`src/rtl/way_replace_ctrl.sv`:
```
// Hit-way encoder and victim selector for an 8-way set-associative L2, with
// per-set tree pseudo-LRU state and a valid/ready request/response handshake.
module way_replace_ctrl #(
  parameter int SET_BITS = 4,
  parameter int WAYS     = 8
) (
  input  logic                clk,
  input  logic                rst,
  input  logic                flush,
  input  logic                req_valid,
  output logic                req_ready,
  input  logic [SET_BITS-1:0] req_set,
  input  logic [WAYS-1:0]     req_hit,
  input  logic [WAYS-1:0]     req_valid_ways,
  output logic                resp_valid,
  input  logic                resp_ready,
  output logic [2:0]          resp_way,
  output logic                resp_hit,
  output logic                resp_err
);

  localparam int NUM_SETS = 2 ** SET_BITS;

  typedef enum logic [1:0] {IDLE, EVAL, UPDATE, RESP} state_t;

  state_t              state, state_next;
  logic [SET_BITS-1:0] set_q;
  logic [WAYS-1:0]     hit_q;
  logic [WAYS-1:0]     valid_q;
  logic [2:0]          way_q;
  logic                hit_r;
  logic                err_r;
  logic [6:0]          plru [NUM_SETS];

  logic [2:0]          eval_way;
  logic                eval_hit;
  logic                eval_err;
  logic [6:0]          cur_entry;

  function automatic logic [2:0] lowest_one(input logic [WAYS-1:0] v);
    lowest_one = 3'd0;
    for (int i = WAYS - 1; i >= 0; i--) begin
      if (v[i]) lowest_one = 3'(i);
    end
  endfunction

  // Walk the tree: each node bit names the half that holds the victim.
  function automatic logic [2:0] plru_victim(input logic [6:0] b);
    logic       v2, v1;
    logic [2:0] leaf;
    v2   = b[0];
    v1   = v2 ? b[2] : b[1];
    leaf = 3'd3 + {1'b0, v2, v1};
    plru_victim = {v2, v1, b[leaf]};
  endfunction

  function automatic logic [6:0] plru_touch(input logic [6:0] b, input logic [2:0] w);
    logic [2:0] leaf;
    plru_touch                      = b;
    plru_touch[0]                   = ~w[2];
    plru_touch[w[2] ? 3'd2 : 3'd1]  = ~w[1];
    leaf                            = 3'd3 + {1'b0, w[2:1]};
    plru_touch[leaf]                = ~w[0];
  endfunction

  assign req_ready  = (state == IDLE) && !flush && !rst;
  assign resp_valid = (state == RESP);
  assign resp_way   = way_q;
  assign resp_hit   = hit_r;
  assign resp_err   = err_r;
  assign cur_entry  = plru[set_q];

  // NOTE: every output of a combinational block gets a default first, so no
  // path through the if/else chain can leave a value held (a latch).
  always_comb begin
    eval_way = 3'd0;
    eval_hit = 1'b0;
    eval_err = 1'b0;
    if (hit_q != '0) begin
      eval_way = lowest_one(hit_q);
      eval_hit = 1'b1;
      eval_err = |(hit_q & (hit_q - 1'b1));
    end else if (!(&valid_q)) begin
      eval_way = lowest_one(~valid_q);
    end else begin
      eval_way = plru_victim(cur_entry);
    end
  end

  always_comb begin
    state_next = state;
    unique case (state)
      IDLE:    if (req_valid && req_ready) state_next = EVAL;
      EVAL:    state_next = UPDATE;
      UPDATE:  state_next = RESP;
      RESP:    if (resp_ready) state_next = IDLE;
      default: state_next = IDLE;
    endcase
  end

  // NOTE: sequential state uses non-blocking assignments so every register
  // samples the pre-edge values regardless of statement order.
  always_ff @(posedge clk) begin
    if (rst) begin
      state   <= IDLE;
      set_q   <= '0;
      hit_q   <= '0;
      valid_q <= '0;
      way_q   <= 3'd0;
      hit_r   <= 1'b0;
      err_r   <= 1'b0;
    end else begin
      state <= state_next;
      if (state == IDLE && req_valid && req_ready) begin
        set_q   <= req_set;
        hit_q   <= req_hit;
        valid_q <= req_valid_ways;
      end
      if (state == EVAL) begin
        way_q <= eval_way;
        hit_r <= eval_hit;
        err_r <= eval_err;
      end
    end
  end

  // NOTE: the PLRU array is small and must read as all-zero after reset or
  // flush, so it is cleared entry by entry here rather than left unreset.
  always_ff @(posedge clk) begin
    if (rst || (state == IDLE && flush)) begin
      for (int s = 0; s < NUM_SETS; s++) plru[s] <= 7'b0;
    end else if (state == UPDATE) begin
      plru[set_q] <= plru_touch(cur_entry, way_q);
    end
  end

endmodule

```
`config.mk`:
```
export PLATFORM = sky130hd
export DESIGN_NAME = way_replace_ctrl
export DESIGN_NICKNAME = d
export VERILOG_FILES = /design/src/rtl/way_replace_ctrl.sv
export SDC_FILE = /design/constraint.sdc
export NUM_CORES = 1
export LEC_CHECK = 0
export ABC_AREA = 1
export CAP_MARGIN = 20
export CORE_UTILIZATION = 35
export DETAILED_ROUTE_END_ITERATION = 16
export PLACE_DENSITY = 0.6
export RECOVER_POWER = 25
export SYNTH_ARGS = -nofsm -noshare
export SYNTH_HDL_FRONTEND = slang
export SYNTH_SLANG_ARGS = --single-unit
```
`constraint.sdc`:
```
create_clock -name clk -period 3 [get_ports clk]
set_clock_uncertainty 0.2 [all_clocks]
set_input_delay 0.6 -clock clk [delete_from_list [all_inputs] [get_ports clk]]
set_output_delay 0.6 -clock clk [all_outputs]
set_load 0.03 [all_outputs]
```
==> key figures <==
Run status
  • Status: completed

Floorplanning
  • Die Height: 144 µm
  • # IOs: 32
  • Die Area: 20700 µm²
  • Row cnt: 51
  • Starting density of the core: 36.0%
  • Core ar.: 19600 µm²
  • Die X: 144 µm

Synthesis
  • Netlist cell types: 35
  • Mapped cell area: 7060 µm²
  • Post-synthesis area per instance: 8.61 µm²
  • Syn nets: 856
  • Cells after Synth: 820
  • Yosys warns: 0
  • #FFs+latches synth: 143
  • Seq/Total Area, Yosys: 56.4%

Clocking
  • Post-CTS Setup Bufs: 0
  • Worst-Skew Late Latency: 0.42 ns
  • Htree depth: 4
  • Clock sink count: 143
  • Num CTS Buffers: 17
  • CTS max path bufs: 2
  • TritonCTS clock tree: yes
  • Root Driver: clkbuf_16
  • Clk pin slew, worst setup/hold paths: 0.06 ns
  • Hold-fix buffers at CTS: 0

Finish
  • Ant. Diodes: 0
  • Post-route cell area: 8240 µm²
  • Area growth syn-to-layout: 16.7%
  • Share of layout cells above drive strength 1: 7.58%
  • Nets: 894

Timing
  • Final Hold Fails: 0
  • Fmax: 360 MHz
  • Measured slew at the worst slew-check pin: 0.971 ns
  • Max Slew Vio Count: 0
  • Final setup vio count: 0
  • Fin crit share: 92.5%
  • Setup TNS Final: 0 ns
  • RSZ-0062 raised after global routing: false
  • Min cycle time layout: 2.78 ns
  • Max_slew headroom: 35.3%

Power
  • Clock share of power: 32.0%
  • P_sw: 2.24 mW
  • Comb power frac: 27.9%
  • Sequential power share: 40.1%
  • Switch share: 33.9%
  • Power per cell area: 804 nW/µm²
  • Leak: 3.34 nW
  • Internal power: 4.38 mW
  • Peak supply drop: 443 µV

Global routing
  • Met1 Usage GRT: 23.3%
  • Layer with the highest usage: met2
  • Largest net degree at the start of global routing: 45
  • Number of global-route vias before repair: 5318
  • Total gr overflow: 0
  • First-pass GRT wire length: 27.8 mm
  • Routing usage on met2: 29.7%
  • All-Layer GR Usage: 17.9%
  • Initial antenna violation count: 0
  • Met3 usage: 3.34%

Placement
  • Cell area after placement: 7630 µm²
  • Gpl congestion: 0.869
  • Detailed Place HPWL: 11.9 mm
  • IO buf count: 31

Worst hold path
  • Worst Hold Class: reg -> reg

Routing
  • DRT antenna net count: 0
  • DR iter-0 viols: 460
  • Post-Route WL: 17.1 mm
  • Routed length per placed instance: 15.0 µm
  • Vias/cell: 4.77
  • DRT Pass-1 Iters: 5
  • DRC Markers: 0
  • Vias post-DR: 5417

Setup path
  • Crit. End Element: flop
  • Crit path max-delay cell type: dlygate4sd3_1
  • Worst path cell trace: dlygate4sd3_1 -> clkbuf_1 -> inv_1 -> nand3b_1 -> inv_1 -> nand2_1 -> clkbuf_1 -> o21ai_0 -> nor2_1
  • Cell family with most CP delay: buffers and inverters
  • Crit path largest cell delay: 0.60 ns
  • WP data required: 3.11 ns
  • Startpoint Class: input port
  • CP max FO: 21
  • Critical path arrival: 2.89 ns
  • WS Path Type: in -> reg
  • Worst Path Buf+Inv: 5

Flow run
  • Max-Cap Viols: 0
==> registers in the layout, indices dropped and copies added (netlist names), named ones only <==
| name | count |
|---|---|
| plru | 112 |
| hit_q | 8 |
| valid_q | 8 |
| set_q | 4 |
| resp_way | 3 |
| state | 2 |
| resp_err | 1 |
| resp_hit | 1 |
==> path summary, 6_finish.rpt <==
check           start          end  slack (ns)  cells past startpoint
min          resp_hit     resp_hit        0.27                      2
max               rst         flop        0.22                      9
max reg2reg      flop  resp_way[0]        0.27                     18
min reg2reg  resp_hit     resp_hit        0.27                      2
==> routing by layer <==
| metal | part of all wire [%] | routed length [µm] | vias to the layer above |
|---|---|---|---|
| met3 | 4.7 | 809 | 27 |
| met5 | 0 | 0 | - |
| met1 | 46 | 7800 | 2502 |
| met4 | 2.1 | 351 | 0 |
| li1 | - | - | 2729 |
| met2 | 48 | 8130 | 159 |
==> cell usage in the layout, fill, tap and decap left out, types with 2 or more instances in the layout <==
cell type        synthesis  layout
o21ai_2                  3       3
nand2_1                165     165
clkdlybuf4s50_1          0      29
o21ai_0                 39      39
a21oi_2                  3       3
edfxtp_1               112     112
dfxtp_1                 31      30
o211ai_1                11      11
o22ai_1                  2       2
clkbuf_1                 8       4
nor3_1                   6       6
o21ai_1                  9       9
clkinvlp_4               0       4
nand3_1                 67      67
inv_2                    5       5
buf_12                   0       2
clkinv_1                 0       2
a21oi_1                 27      27
ha_1                    11      11
nor2_1                 169     169
buf_4                   10      18
clkinv_2                 0       2
bufinv_16                0       3
inv_1                  111     111
clkbuf_16                0      17
clkinv_4                 0       2
==> power by group through the flow <==
| stage | clock network (mW) | registers [mW] | logic (mW) |
|---|---|---|---|
| after floorplan | 0 | 2.67 | 1.22 |
| after global placement | 0 | 2.69 | 1.84 |
| after detailed placement | 0 | 2.69 | 1.85 |
| after CTS | 2.15 | 2.65 | 1.86 |
| after global routing | 2.23 | 2.69 | 2.04 |
| final | 2.12 | 2.66 | 1.85 |
==> area by class of cell <==
class	count	area, µm²
Clock inverter	15	169
Inverter	117	447
Timing Repair Buffer	54	490
Tap cell	265	332
Multi-Input combinational cell	525	2400
Sequential cell	143	3990
Fill cell	1951	11300
Clock buffer	17	425
==> synth_stat cells <==
master / count / area share, %
o211ai_1: 11 / 1.2
nor2_1: 169 / 9.0
a21oi_1: 27 / 1.9
nand2_1: 165 / 8.8
buf_4: 10 / 1.1
a22oi_1: 1 / 0.11
buf_2: 8 / 0.57
a22oi_4: 1 / 0.30
edfxtp_1: 112 / 48
o21ai_2: 3 / 0.37
nand3_1: 67 / 4.7
a31oi_1: 1 / 0.089
a21boi_0: 1 / 0.11
o21a_1: 1 / 0.11
nand3b_1: 1 / 0.11
a21boi_2: 1 / 0.16
buf_6: 8 / 1.3
dfxtp_1: 31 / 8.8
ha_1: 11 / 1.9
nor3_1: 6 / 0.43
a221oi_1: 1 / 0.12
clkbuf_2: 1 / 0.071
o311ai_0: 1 / 0.12
o31ai_1: 1 / 0.11
a311oi_1: 1 / 0.12
inv_1: 111 / 5.9
a21oi_2: 3 / 0.37
o22ai_1: 2 / 0.18
inv_2: 5 / 0.27
o21ai_0: 39 / 2.8
nand2_2: 1 / 0.089
inv_4: 1 / 0.089
o21ai_1: 9 / 0.64
a211oi_1: 1 / 0.11
clkbuf_1: 8 / 0.43
==> logic make-up after synthesis <==
logic type	after synthesis	synth area share [%]
buffers and inverters	152	9.66
AOI/OAI and AO/OA	105	8.86
adders and majority gates	11	1.95
DFF	143	56.4
and+or+nand+nor	409	23.1
==> timing repair <==
item / CTS / global route
resized for setup: 0 / 8
setup endpoints to repair: 0 / 1
endpoints found under the hold margin: 0 / 0
==> tightest hold or removal path: cells and delay by family, from the launching register on <==
kind | cells | cell delay, ns
flip-flops | 1 | 0.31
AND/OR/NAND/NOR | 1 | 0.06
AO/OA/AOI/OAI | 1 | 0.06
==> metrics by stage <==
stage	hold WS [ns]	std cells	setup WS, ns	util (%)	total power, mW
final	0.270	1136	0.224	42.1	6.62
after global routing	0.296	1136	0.0131	42.1	6.97
after CTS	0.274	1136	0.225	42.0	6.66
after detailed placement	0.265	1104	0.195	39.0	4.54
after global placement	0.260	1104	0.244	39.0	4.52
after floorplan	0.244	820	0.659	-	3.89
(Power assumes the default switching activity.)
==> edit: new RTL, same settings <==
Encoding of `state_t`: now one-hot (4 bits for 4 states).
--- a/src/rtl/way_replace_ctrl.sv
+++ b/src/rtl/way_replace_ctrl.sv
@@ -22,5 +22,5 @@
   localparam int NUM_SETS = 2 ** SET_BITS;
 
-  typedef enum logic [1:0] {IDLE, EVAL, UPDATE, RESP} state_t;
+  typedef enum logic [3:0] {IDLE = 4'b0001, EVAL = 4'b0010, UPDATE = 4'b0100, RESP = 4'b1000} state_t;
 
   state_t              state, state_next;
Check against the original RTL: same outputs for any inputs over 4 cycles, from zero or initial values and one cycle with rst high; so few cycles prove little.
==> edit against the original RTL <==
- routed wire length increased by 4.1%
- synthesized area decreased by 1.6%
- final area increased by 0.52%
- setup slack got worse by 99 ps
- largest cell class unchanged
- sequential cell count increased by 2
- maximum frequency decreased by 3.4%
Power is not compared: it rests on default switching activity, and its combinational part moved more than twofold at a synthesized area within 25%.
==> edit: results <==
[synthesis]
synth.cells.most_frequent = 181 x nor2_1, 162 x nand2_1, 112 x edfxtp_1
synth_area_leaders = edfxtp_1 48%, nor2_1 9.8%, dfxtp_1 9.5%
syn-num-nets = 825
synth.lib_cells_used.distinct = 34
yosysSeqAreaShare = 0.579

[drt]
drt_iter0_markers = 445
route.detailed.vias_per_inst = 4.90
routed_wirelength_um = 17800

[final_layout]
layout.nets = 883
fillers = 1959
layout-drive-gt1-share = 0.0855
largest_registers = plru: 112 flops, hit_q: 8 flops, valid_q: 8 flops

[min_path]
timing.hold.worst.start = resp_err
timing.hold.worst_endpoint = resp_err

[cts]
clk_root_buffer_cell = clkbuf_16
clk_latency_ps = 440

[timing]
max_slew.worst_pin.slew_ps = 498

[global_route]
grt_pass1_wl_um = 27800
grt_start_max_net_pins = 51
track_usage = 0.187
grt_pass1_vias = 5290

[outcome]
run_status = complete, no violations

[placed_design]
globalplace.congestion = 0.832
dpl.hpwl_um = 12100
detailed_place.area_mm2 = 0.00773
pre_cts_slack_ps = 174

[critical_path]
timing.reg2reg.worst_path_depth = 19
critPathArrivalTime_ps = 2070
crit_path_max_fanout = 3
## edit: repair_timing
| item | in CTS | in global routing |
|---|---|---|
| hold endpoints to repair | 0 | 0 |
| resized for setup | 0 | 2 |
| setup endpoints to repair | 0 | 2 |
## edit: area by class of cell
class / count / area share
repair buffers: 73 / 0.0766
clock inverters: 8 / 0.00861
multi-input cells: 533 / 0.289
well taps: 265 / 0.0400
clock buffers: 24 / 0.0634
flip-flops and latches: 145 / 0.486
inverters: 82 / 0.0371
## edit: worst max path at each step
stage / startpoint / end / slack [ps] / cells after the start
after floorplan: resp_way[1] / plru[4][1] / 530 / 8
after global placement: rst / req_ready / 190 / 5
after detailed placement: rst / plru[11][5] / 170 / 6
after CTS: state[3] / req_ready / 60 / 4
after global routing: rst / req_ready / 30 / 5
final: rst / req_ready / 130 / 5
## edit: layer usage
layer | share of wire | vias to the layer above | track usage
met5 | 0 | - | 0
met4 | 0.024 | 0 | 0.0821
met3 | 0.049 | 40 | 0.0329
met2 | 0.47 | 139 | 0.296
met1 | 0.46 | 2634 | 0.250
li1 | - | 2726 | -
## edit: critical path: stages
cell             delay [ps]
dlygate4sd3_1           570
nor2_1                  100
nand2_1                  60
inv_1                    80
clkdlybuf4s50_1         660
## edit: where the power goes
part	switching [uW]	internal [uW]	total, uW
registers	43.8	2280	2330
logic	415	204	619
clock network	823	1310	2130
total	1280	3800	5080
## edit: stage by stage
stage | hold slack [ps] | utilization | cells
after floorplan | 244 | - | 794
after global placement | 257 | 0.397 | 1098
after detailed placement | 261 | 0.397 | 1098
after CTS | 269 | 0.428 | 1130
after global routing | 305 | 0.426 | 1130
final | 263 | 0.426 | 1130
## edit: cells by family after synthesis
| group | share of synthesized area |
|---|---|
| simple gates | 0.248 |
| flops | 0.579 |
| fa+ha+maj | 0.0108 |
| compound gates | 0.0853 |
| buf+inv | 0.0769 |
